**config.mk**
```make
export PLATFORM = sky130hd
export DESIGN_NAME = vip_ctrl_inserter_flat
export DESIGN_NICKNAME = d
export VERILOG_FILES = /design/src/rtl/vip_ctrl_inserter_if.sv /design/src/rtl/vip_ctrl_inserter.sv /design/src/flat_wrapper.sv
export SDC_FILE = /design/constraint.sdc
export NUM_CORES = 1
export LEC_CHECK = 0
export BUFFER_PORTS_ARGS = -buffer_cell sky130_fd_sc_hd__buf_4
export CORE_MARGIN = 1
export CORE_UTILIZATION = 45
export CTS_CLUSTER_DIAMETER = 100
export CTS_CLUSTER_SIZE = 12
export DETAILED_ROUTE_END_ITERATION = 10
export PLACE_DENSITY = 0.7
export SETUP_SLACK_MARGIN = 0.2
export SLEW_MARGIN = 20
export SYNTH_ARGS = -nofsm -noshare
export SYNTH_HDL_FRONTEND = slang
export SYNTH_SLANG_ARGS = --single-unit
```
**constraint.sdc**
```tcl
create_clock -name clk -period 10.2 [get_ports clk]
set_input_delay 1.02 -clock clk [delete_from_list [all_inputs] [get_ports clk]]
set_output_delay 1.02 -clock clk [all_outputs]
set_load 0.01 [all_outputs]
```
**src/rtl/vip_ctrl_inserter_if.sv**
```systemverilog
// Avalon-ST video beat bundle: the source drives data/valid/sop/eop, the sink drives ready.
interface vip_ctrl_inserter_if #(
  parameter int DATA_WIDTH = 24
);
  logic [DATA_WIDTH-1:0] data;
  logic                  valid;
  logic                  ready;
  logic                  startofpacket;
  logic                  endofpacket;

  modport master (output data, valid, startofpacket, endofpacket, input ready);
  modport slave  (input data, valid, startofpacket, endofpacket, output ready);
endinterface

```
**src/rtl/vip_ctrl_inserter.sv**
```systemverilog
// Raw-to-Avalon-ST-Video bridge: puts a control packet and a data-packet header
// in front of every raw frame, then passes the frame pixels straight through.
module vip_ctrl_inserter #(
  parameter int DATA_WIDTH   = 24,
  parameter int COLOR_BITS   = 8,
  parameter int COLOR_PLANES = 3
) (
  input  logic                clk,
  input  logic                rst_n,
  vip_ctrl_inserter_if.slave  din,
  vip_ctrl_inserter_if.master dout,
  input  logic [15:0]         im_width,
  input  logic [15:0]         im_height,
  input  logic [3:0]          im_interlaced
);
  localparam int N = (9 + COLOR_PLANES - 1) / COLOR_PLANES;

  typedef enum logic [2:0] {IDLE, CTRL_HDR, CTRL_BODY, DATA_HDR, DATA} state_t;

  state_t                  state;
  logic [3:0]              cnt;
  logic [35:0]             ctrl;
  logic [47:0]             str;
  logic [DATA_WIDTH-1:0]   body;

  // Pad the nibble string so a partially filled last beat reads zeros.
  assign str = {ctrl, 12'h000};

  always_comb begin
    body = '0;
    for (int k = 0; k < COLOR_PLANES; k++)
      body[k*COLOR_BITS +: 4] = 4'(str >> (44 - 4*(int'(cnt)*COLOR_PLANES + k)));
  end

  always_comb begin
    dout.valid         = 1'b0;
    dout.startofpacket = 1'b0;
    dout.endofpacket   = 1'b0;
    dout.data          = '0;
    din.ready          = 1'b0;
    unique case (state)
      // sop beat is held back until the headers are out; stray beats are dropped
      IDLE:      din.ready = din.valid & ~din.startofpacket;
      CTRL_HDR: begin
        dout.valid         = 1'b1;
        dout.startofpacket = 1'b1;
        dout.data[3:0]     = 4'hF;
      end
      CTRL_BODY: begin
        dout.valid       = 1'b1;
        dout.data        = body;
        dout.endofpacket = (cnt == 4'(N-1));
      end
      DATA_HDR: begin
        dout.valid         = 1'b1;
        dout.startofpacket = 1'b1;
      end
      DATA: begin
        dout.data        = din.data;
        dout.valid       = din.valid;
        dout.endofpacket = din.endofpacket;
        din.ready        = dout.ready;
      end
      default: ;
    endcase
  end

  always_ff @(posedge clk or negedge rst_n) begin
    if (!rst_n) begin
      state <= IDLE;
      cnt   <= '0;
      ctrl  <= '0;
    end else begin
      unique case (state)
        IDLE: if (din.valid && din.startofpacket) begin
          ctrl  <= {im_width, im_height, im_interlaced};
          state <= CTRL_HDR;
        end
        CTRL_HDR: if (dout.ready) begin
          cnt   <= '0;
          state <= CTRL_BODY;
        end
        CTRL_BODY: if (dout.ready) begin
          if (cnt == 4'(N-1)) begin
            cnt   <= '0;
            state <= DATA_HDR;
          end else begin
            cnt <= cnt + 4'd1;
          end
        end
        DATA_HDR: if (dout.ready) state <= DATA;
        DATA:     if (din.valid && dout.ready && din.endofpacket) state <= IDLE;
        default:  state <= IDLE;
      endcase
    end
  end
endmodule

```
**src/flat_wrapper.sv**
```systemverilog
// flat-port wrapper written by rule: the top's interface ports become plain ports
module vip_ctrl_inserter_flat 
#(
  parameter int DATA_WIDTH   = 24,
  parameter int COLOR_BITS   = 8,
  parameter int COLOR_PLANES = 3
)
  (clk, rst_n, im_width, im_height, im_interlaced, din_data, din_valid, din_startofpacket, din_endofpacket, din_ready, dout_data, dout_valid, dout_startofpacket, dout_endofpacket, dout_ready);
  vip_ctrl_inserter_if #(.DATA_WIDTH(DATA_WIDTH)) din_i ();
  vip_ctrl_inserter_if #(.DATA_WIDTH(DATA_WIDTH)) dout_i ();
  input  logic clk;
  input  logic rst_n;
  input  logic [15:0] im_width;
  input  logic [15:0] im_height;
  input  logic [3:0] im_interlaced;
  input wire logic [$bits(din_i.data)-1:0] din_data;
  input wire logic [$bits(din_i.valid)-1:0] din_valid;
  input wire logic [$bits(din_i.startofpacket)-1:0] din_startofpacket;
  input wire logic [$bits(din_i.endofpacket)-1:0] din_endofpacket;
  output wire logic [$bits(din_i.ready)-1:0] din_ready;
  output wire logic [$bits(dout_i.data)-1:0] dout_data;
  output wire logic [$bits(dout_i.valid)-1:0] dout_valid;
  output wire logic [$bits(dout_i.startofpacket)-1:0] dout_startofpacket;
  output wire logic [$bits(dout_i.endofpacket)-1:0] dout_endofpacket;
  input wire logic [$bits(dout_i.ready)-1:0] dout_ready;
  assign din_i.data = din_data;
  assign din_i.valid = din_valid;
  assign din_i.startofpacket = din_startofpacket;
  assign din_i.endofpacket = din_endofpacket;
  assign din_ready = din_i.ready;
  assign dout_data = dout_i.data;
  assign dout_valid = dout_i.valid;
  assign dout_startofpacket = dout_i.startofpacket;
  assign dout_endofpacket = dout_i.endofpacket;
  assign dout_i.ready = dout_ready;
  vip_ctrl_inserter #(.DATA_WIDTH(DATA_WIDTH), .COLOR_BITS(COLOR_BITS), .COLOR_PLANES(COLOR_PLANES)) u_core (.clk(clk), .rst_n(rst_n), .din(din_i), .dout(dout_i), .im_width(im_width), .im_height(im_height), .im_interlaced(im_interlaced));
endmodule
```
# Yosys cells after proc, flatten, opt, wreduce, memory -nomap -nowiden

Cells that the tools add are included.
Widths: inputs -> output; s select.

Register bits after elaboration: 43
Output and inout port bits: 28
Word-level logic and storage cells: 53

Add/sub/neg operators: 6
Multipliers: 1
Equal/unequal tests: 11
Shift-type cells: 3
Multiplexer cells: 17
Bitwise operators: 2
Reduce and logical (&&, ||, !) cells: 10

Operator list:

| kind                  | count |
|---|---|
| $shr 48x32->4         | 3 |
| $sub 7x32->32 const A | 2 |
| $pmux 20 s2           | 1 |
| $add 30x2->30 const B | 1 |
| $add 30x3->30 const B | 1 |
| $mux 3                | 6 |
| $pmux 3 s5            | 1 |
| $mux 4                | 3 |
| $pmux 4 s3            | 1 |
| $sub 6x8->9 const A   | 1 |
| $pmux 4 s2            | 1 |
| $eq 3x2->1 const B    | 2 |
| $mul 4x2->6 const B   | 1 |
| $ne 2x1->1 const B    | 3 |
| $ne 2x2->1 const B    | 3 |
| $pmux 1 s2            | 3 |
| $reduce_and 6->1      | 1 |
| $add 4x1->4 const B   | 1 |
| $eq 4x2->1 const B    | 1 |
| $eq 3x1->1 const B    | 1 |
| $eq 3x3->1 const B    | 1 |
| $logic_and 1x1->1     | 3 |
| $logic_not 3->1       | 1 |
| $reduce_and 3->1      | 1 |
| other kinds (7)       | 7 |

# Depth between registers and ports, before layout

Word-level depth: 5
Mapped depth: 19

# Worst setup path before layout

No wires, ideal clock.

Path type: register -> output
Start point: register u_core.cnt[0]
End point: output port dout_data[10]
Arrival time: 3.689 ns
Data required time: 9.180 ns
Path slack: 5.491 ns
Stages on the path, launching flop included: 18
Buffers on the path: 4
Cell sequence: dfrtp_1 > buf_6 > buf_4 > buf_6 > inv_1 > ha_1 > buf_2 > inv_1 > ha_1 > nand2_4 > or3_1 > a311oi_2 > nand2_1 > a21oi_1 > ha_1 > nor4b_1 > o2111ai_2 > a22oi_1

Cells in the longest elaborated chain, start to end: 5

Ends and longest elaborated chain:

| what                     | line                    | source |
|---|---|---|
| start: declaration       | vip_ctrl_inserter.sv:21 | `logic [3:0] cnt;` |
| start signal: assignment | vip_ctrl_inserter.sv:88 | `cnt <= cnt + 4'd1;` |
| $mul 4x2->6              | vip_ctrl_inserter.sv:32 | `body[k*COLOR_BITS +: 4] = 4'(str >> (44 - 4*(int'(cnt)*COLOR_PLANES + k)));` |
| $add 30x2->30            | vip_ctrl_inserter.sv:32 |  |
| $sub 7x32->32            | vip_ctrl_inserter.sv:32 |  |
| $shr 48x32->4            | vip_ctrl_inserter.sv:32 |  |
| $pmux 20 s2              | vip_ctrl_inserter.sv:41 | `unique case (state)` |
| end: declaration         | flat_wrapper.sv:21      | `output wire logic [$bits(dout_i.data)-1:0] dout_data;` |

Every way passes these cells.

# Worst setup path in the final report

Start point: register u_core.cnt[0]
End point: output port dout_data[11]

The elaborated chain is that of the path after synthesis.

==> flow_summary.toml <==
[run_status]
status = "finished, final reports clean"

[run]
drv_cap = 0

[timing]
min_period_ns = 5.77
fin_setup_tns_ns = 0
clock_skew_ns = 0.00461
whs_ns = 0.532
rsz0062_at_grt = "no"
maxSlewViolCount = 0
fmax_mhz = 173
finalCritPeriodShare_pct = 56.6
worst_slew_pin_slew_ns = 0.935
hold_viol = 0
setup_viol = 0
max_slew_margin_pct = 37.7

[clock_network]
clockBufferDepth = 2
cts.repair_timing.setup_buffer_count = 0
cts_sinks = 43
cts_tree = "yes"
numCtsBuffers = 5
clock_latency_ns = 0.30
cts_resized = 0
ctsRootBufferMaster = "clkbuf_8"
htreeDepth = 2
holdBufCountCts = 0
cts.clk_slew.worst_paths_ns = 0.08

[die]
chipWidth_microns = 89.1
num_rows = 31
die_y_microns = 89.1
die_area_sq_mm = 0.00794
pin_count = 94
core_sq_mm = 0.00729
initial_utilization_pct = 46.8

[logic_synthesis]
ys_ff_latch = 43
post_synth_num_cell_types = 47
synth_edf_count = 0
syn_area_sq_mm = 0.00341
async_flop_share_pct = 100
syn_area_per_cell_sq_um = 10.1
ys_warn_count = 0
yosysSeqAreaShare_pct = 31.5
synth_top_flop_cell = "dfrtp_1"
syn_inst = 337
synthesis.nets = 418

[power]
p_leak_nw = 1.91
power_mw = 1.13
power-per-cell-area_mw_per_mm2 = 269
ir_drop_v = 0.000158

[cells_and_area]
areaGrowthSynthToFinish_pct = 23.7
drive_gt1_share_pct = 40.9
nFillCells = 661
nets = 496
multi_input_area_sq_mm = 0.00219
seqCellArea_sq_mm = 0.00108
n_antenna_cell = 0
stdcell_area_sq_mm = 0.00423
final_util_pct = 57.9

[grt]
grt_usage_pct = 20.8
grtUsageMet3_pct = 2.68
gr-usage-met2_pct = 37.6
grt_pass1_wl_mm = 12.7
met1_usage_pct = 26.8
grt_overflow = 0
first_global_vias = 2688
grt_busiest_layer = "met2"
antenna_found_initial = 0
grt_max_degree = 44

[setup_path]
crit_chain = "buf_4, inv_1, ha_1, inv_1, ha_1, nand2_4, or3_1, a311oi_2, nand2_1, a21oi_1, ha_1, nor4b_1, o2111ai_2, a22oi_1, buf_4"
ff2ff_path_depth = 3
r2r-start = "u_core.state[1]$_DFFE_PN0P_"
endpoint_kind = "primary output"
crit_cells = 15
startpoint_type = "register"
cpMostUsedCell = "ha_1"
cp_num_buf_inv = 4
required_ns = 9.18
crit_slowest_cell = "ha_1"
r2r_setup_slack_ns = 7.74
max_stage_delay_ns = 0.68
rr_endpoint = "u_core.ctrl[13]$_DFFE_PN0P_"
path_class = "register to primary output"
worst-path-max-fanout = 35
cp.arrival_ns = 4.75
cpLargestDelayFamily = "adder cells"

[detailed_routing]
drt-pass1-iter-count = 4
routed_wl_mm = 8.05
drcViolationCount = 0
num_vias = 2943
wl_per_cell_microns = 15.6
vias_per_cell = 5.71
final_antenna_net_count = 0
drt_iter0_drc = 158

[hold_path]
min_path_type = "register to register"
min_to = "u_core.ctrl[11]$_DFFE_PN0P_"
hold_start = "u_core.ctrl[11]$_DFFE_PN0P_"
holdPathStages = 1

[place]
gp_congestion = 0.882
post_dp_cell_area_sq_mm = 0.00411
io_buffers = 93
dp_hpwl_mm = 6.22
==> cells in the mapped netlist, drive strengths merged (4+ instances only) <==
cell type,number,area [sq um]
mux2,45,507
nor3b,5,37.5
nor3,5,25.0
dfrtp,43,1080
ha,14,175
clkbuf,12,46.3
o21ai,13,65.1
nand4b,4,41.3
xor2,4,35.0
buf,11,85.1
nand2,38,150
nand2b,4,25.0
or3,7,43.8
inv,8,30.0
mux4,16,360
nor2,18,67.6
and3,14,87.6
a22oi,11,82.6
a221o,4,40.0
nand3,11,55.1
a221oi,5,43.8
a21oi,17,85.1
==> final cells by class <==
cell class,count,share of cell area [%]
timing repair buffer,94,16.7
sequential,43,25.5
inverter,8,0.711
clock inverter,1,0.178
tap,99,2.93
clock buffer,7,2.28
multi-input combinational,263,51.7
==> worst max path at each step <==
stage	from	to
floorplan	u_core.cnt[0]$_DFFE_PN0P_	dout_data[10]
global placement	u_core.cnt[0]$_DFFE_PN0P_	dout_data[11]
detailed placement	u_core.cnt[0]$_DFFE_PN0P_	dout_data[10]
CTS	u_core.cnt[0]$_DFFE_PN0P_	dout_data[10]
global route	u_core.cnt[0]$_DFFE_PN0P_	dout_data[10]
finish	u_core.cnt[0]$_DFFE_PN0P_	dout_data[11]
==> layer usage <==
metal / share of wire [%] / up-vias / wire, microns
met5: 0 / - / 0
met4: 0.88 / 0 / 71
met3: 6.0 / 7 / 486
met2: 50 / 96 / 3990
met1: 43 / 1422 / 3500
li1: - / 1418 / -
==> registers in the layout, indices dropped and copies added (netlist names) <==
signal,count
u_core.state,3
u_core.cnt,4
u_core.ctrl,36
==> worst reg2reg max path, stage by stage (launching register included) <==
cell and delay, ns:
dfrtp_1 0.54, nor2_1 0.67, nand4b_4 0.61, mux2_2 0.53
==> cells in the final DEF (no fill, tap or decap), types with 8 or more instances in the layout <==
cell type  count
and3_1        14
nor2_1        18
ha_1          14
a22oi_1       11
mux2_2        45
buf_4         94
nand2_1       37
dfrtp_1       43
mux4_2        16
o21ai_0       11
inv_1          8
a21oi_1       17
nand3_1       11
==> where the power goes <==
part / switching, mW / internal (mW)
combinational: 0.320 / 0.352
sequential: 0.0885 / 0.251
clock: 0.0621 / 0.0617
==> cells by family (layout without fill, tap and decap cells) <==
group                    count (synthesis)  after routing  synth area share, %
AND/OR/NAND/NOR                        119            119                 18.5
AO/OA/AOI/OAI                           59             59                 11.7
XOR/XNOR                                 6              6                 1.54
buffers and inverters                   31            110                 4.73
adder cells (fa/ha/maj)                 15             15                 5.72
multiplexers                            64             64                 26.3
flip-flops                              43             43                 31.5
==> metrics by stage <==
| stage | std cells | worst slack (ns) |
|---|---|---|
| 2_1_floorplan | 337 | 5.49 |
| 3_3_place_gp | 507 | 4.96 |
| 3_5_place_dp | 507 | 4.76 |
| 4_1_cts | 515 | 4.41 |
| 5_1_grt | 515 | 4.01 |
| 6_report | 515 | 4.43 |
(Power assumes the default switching activity.)
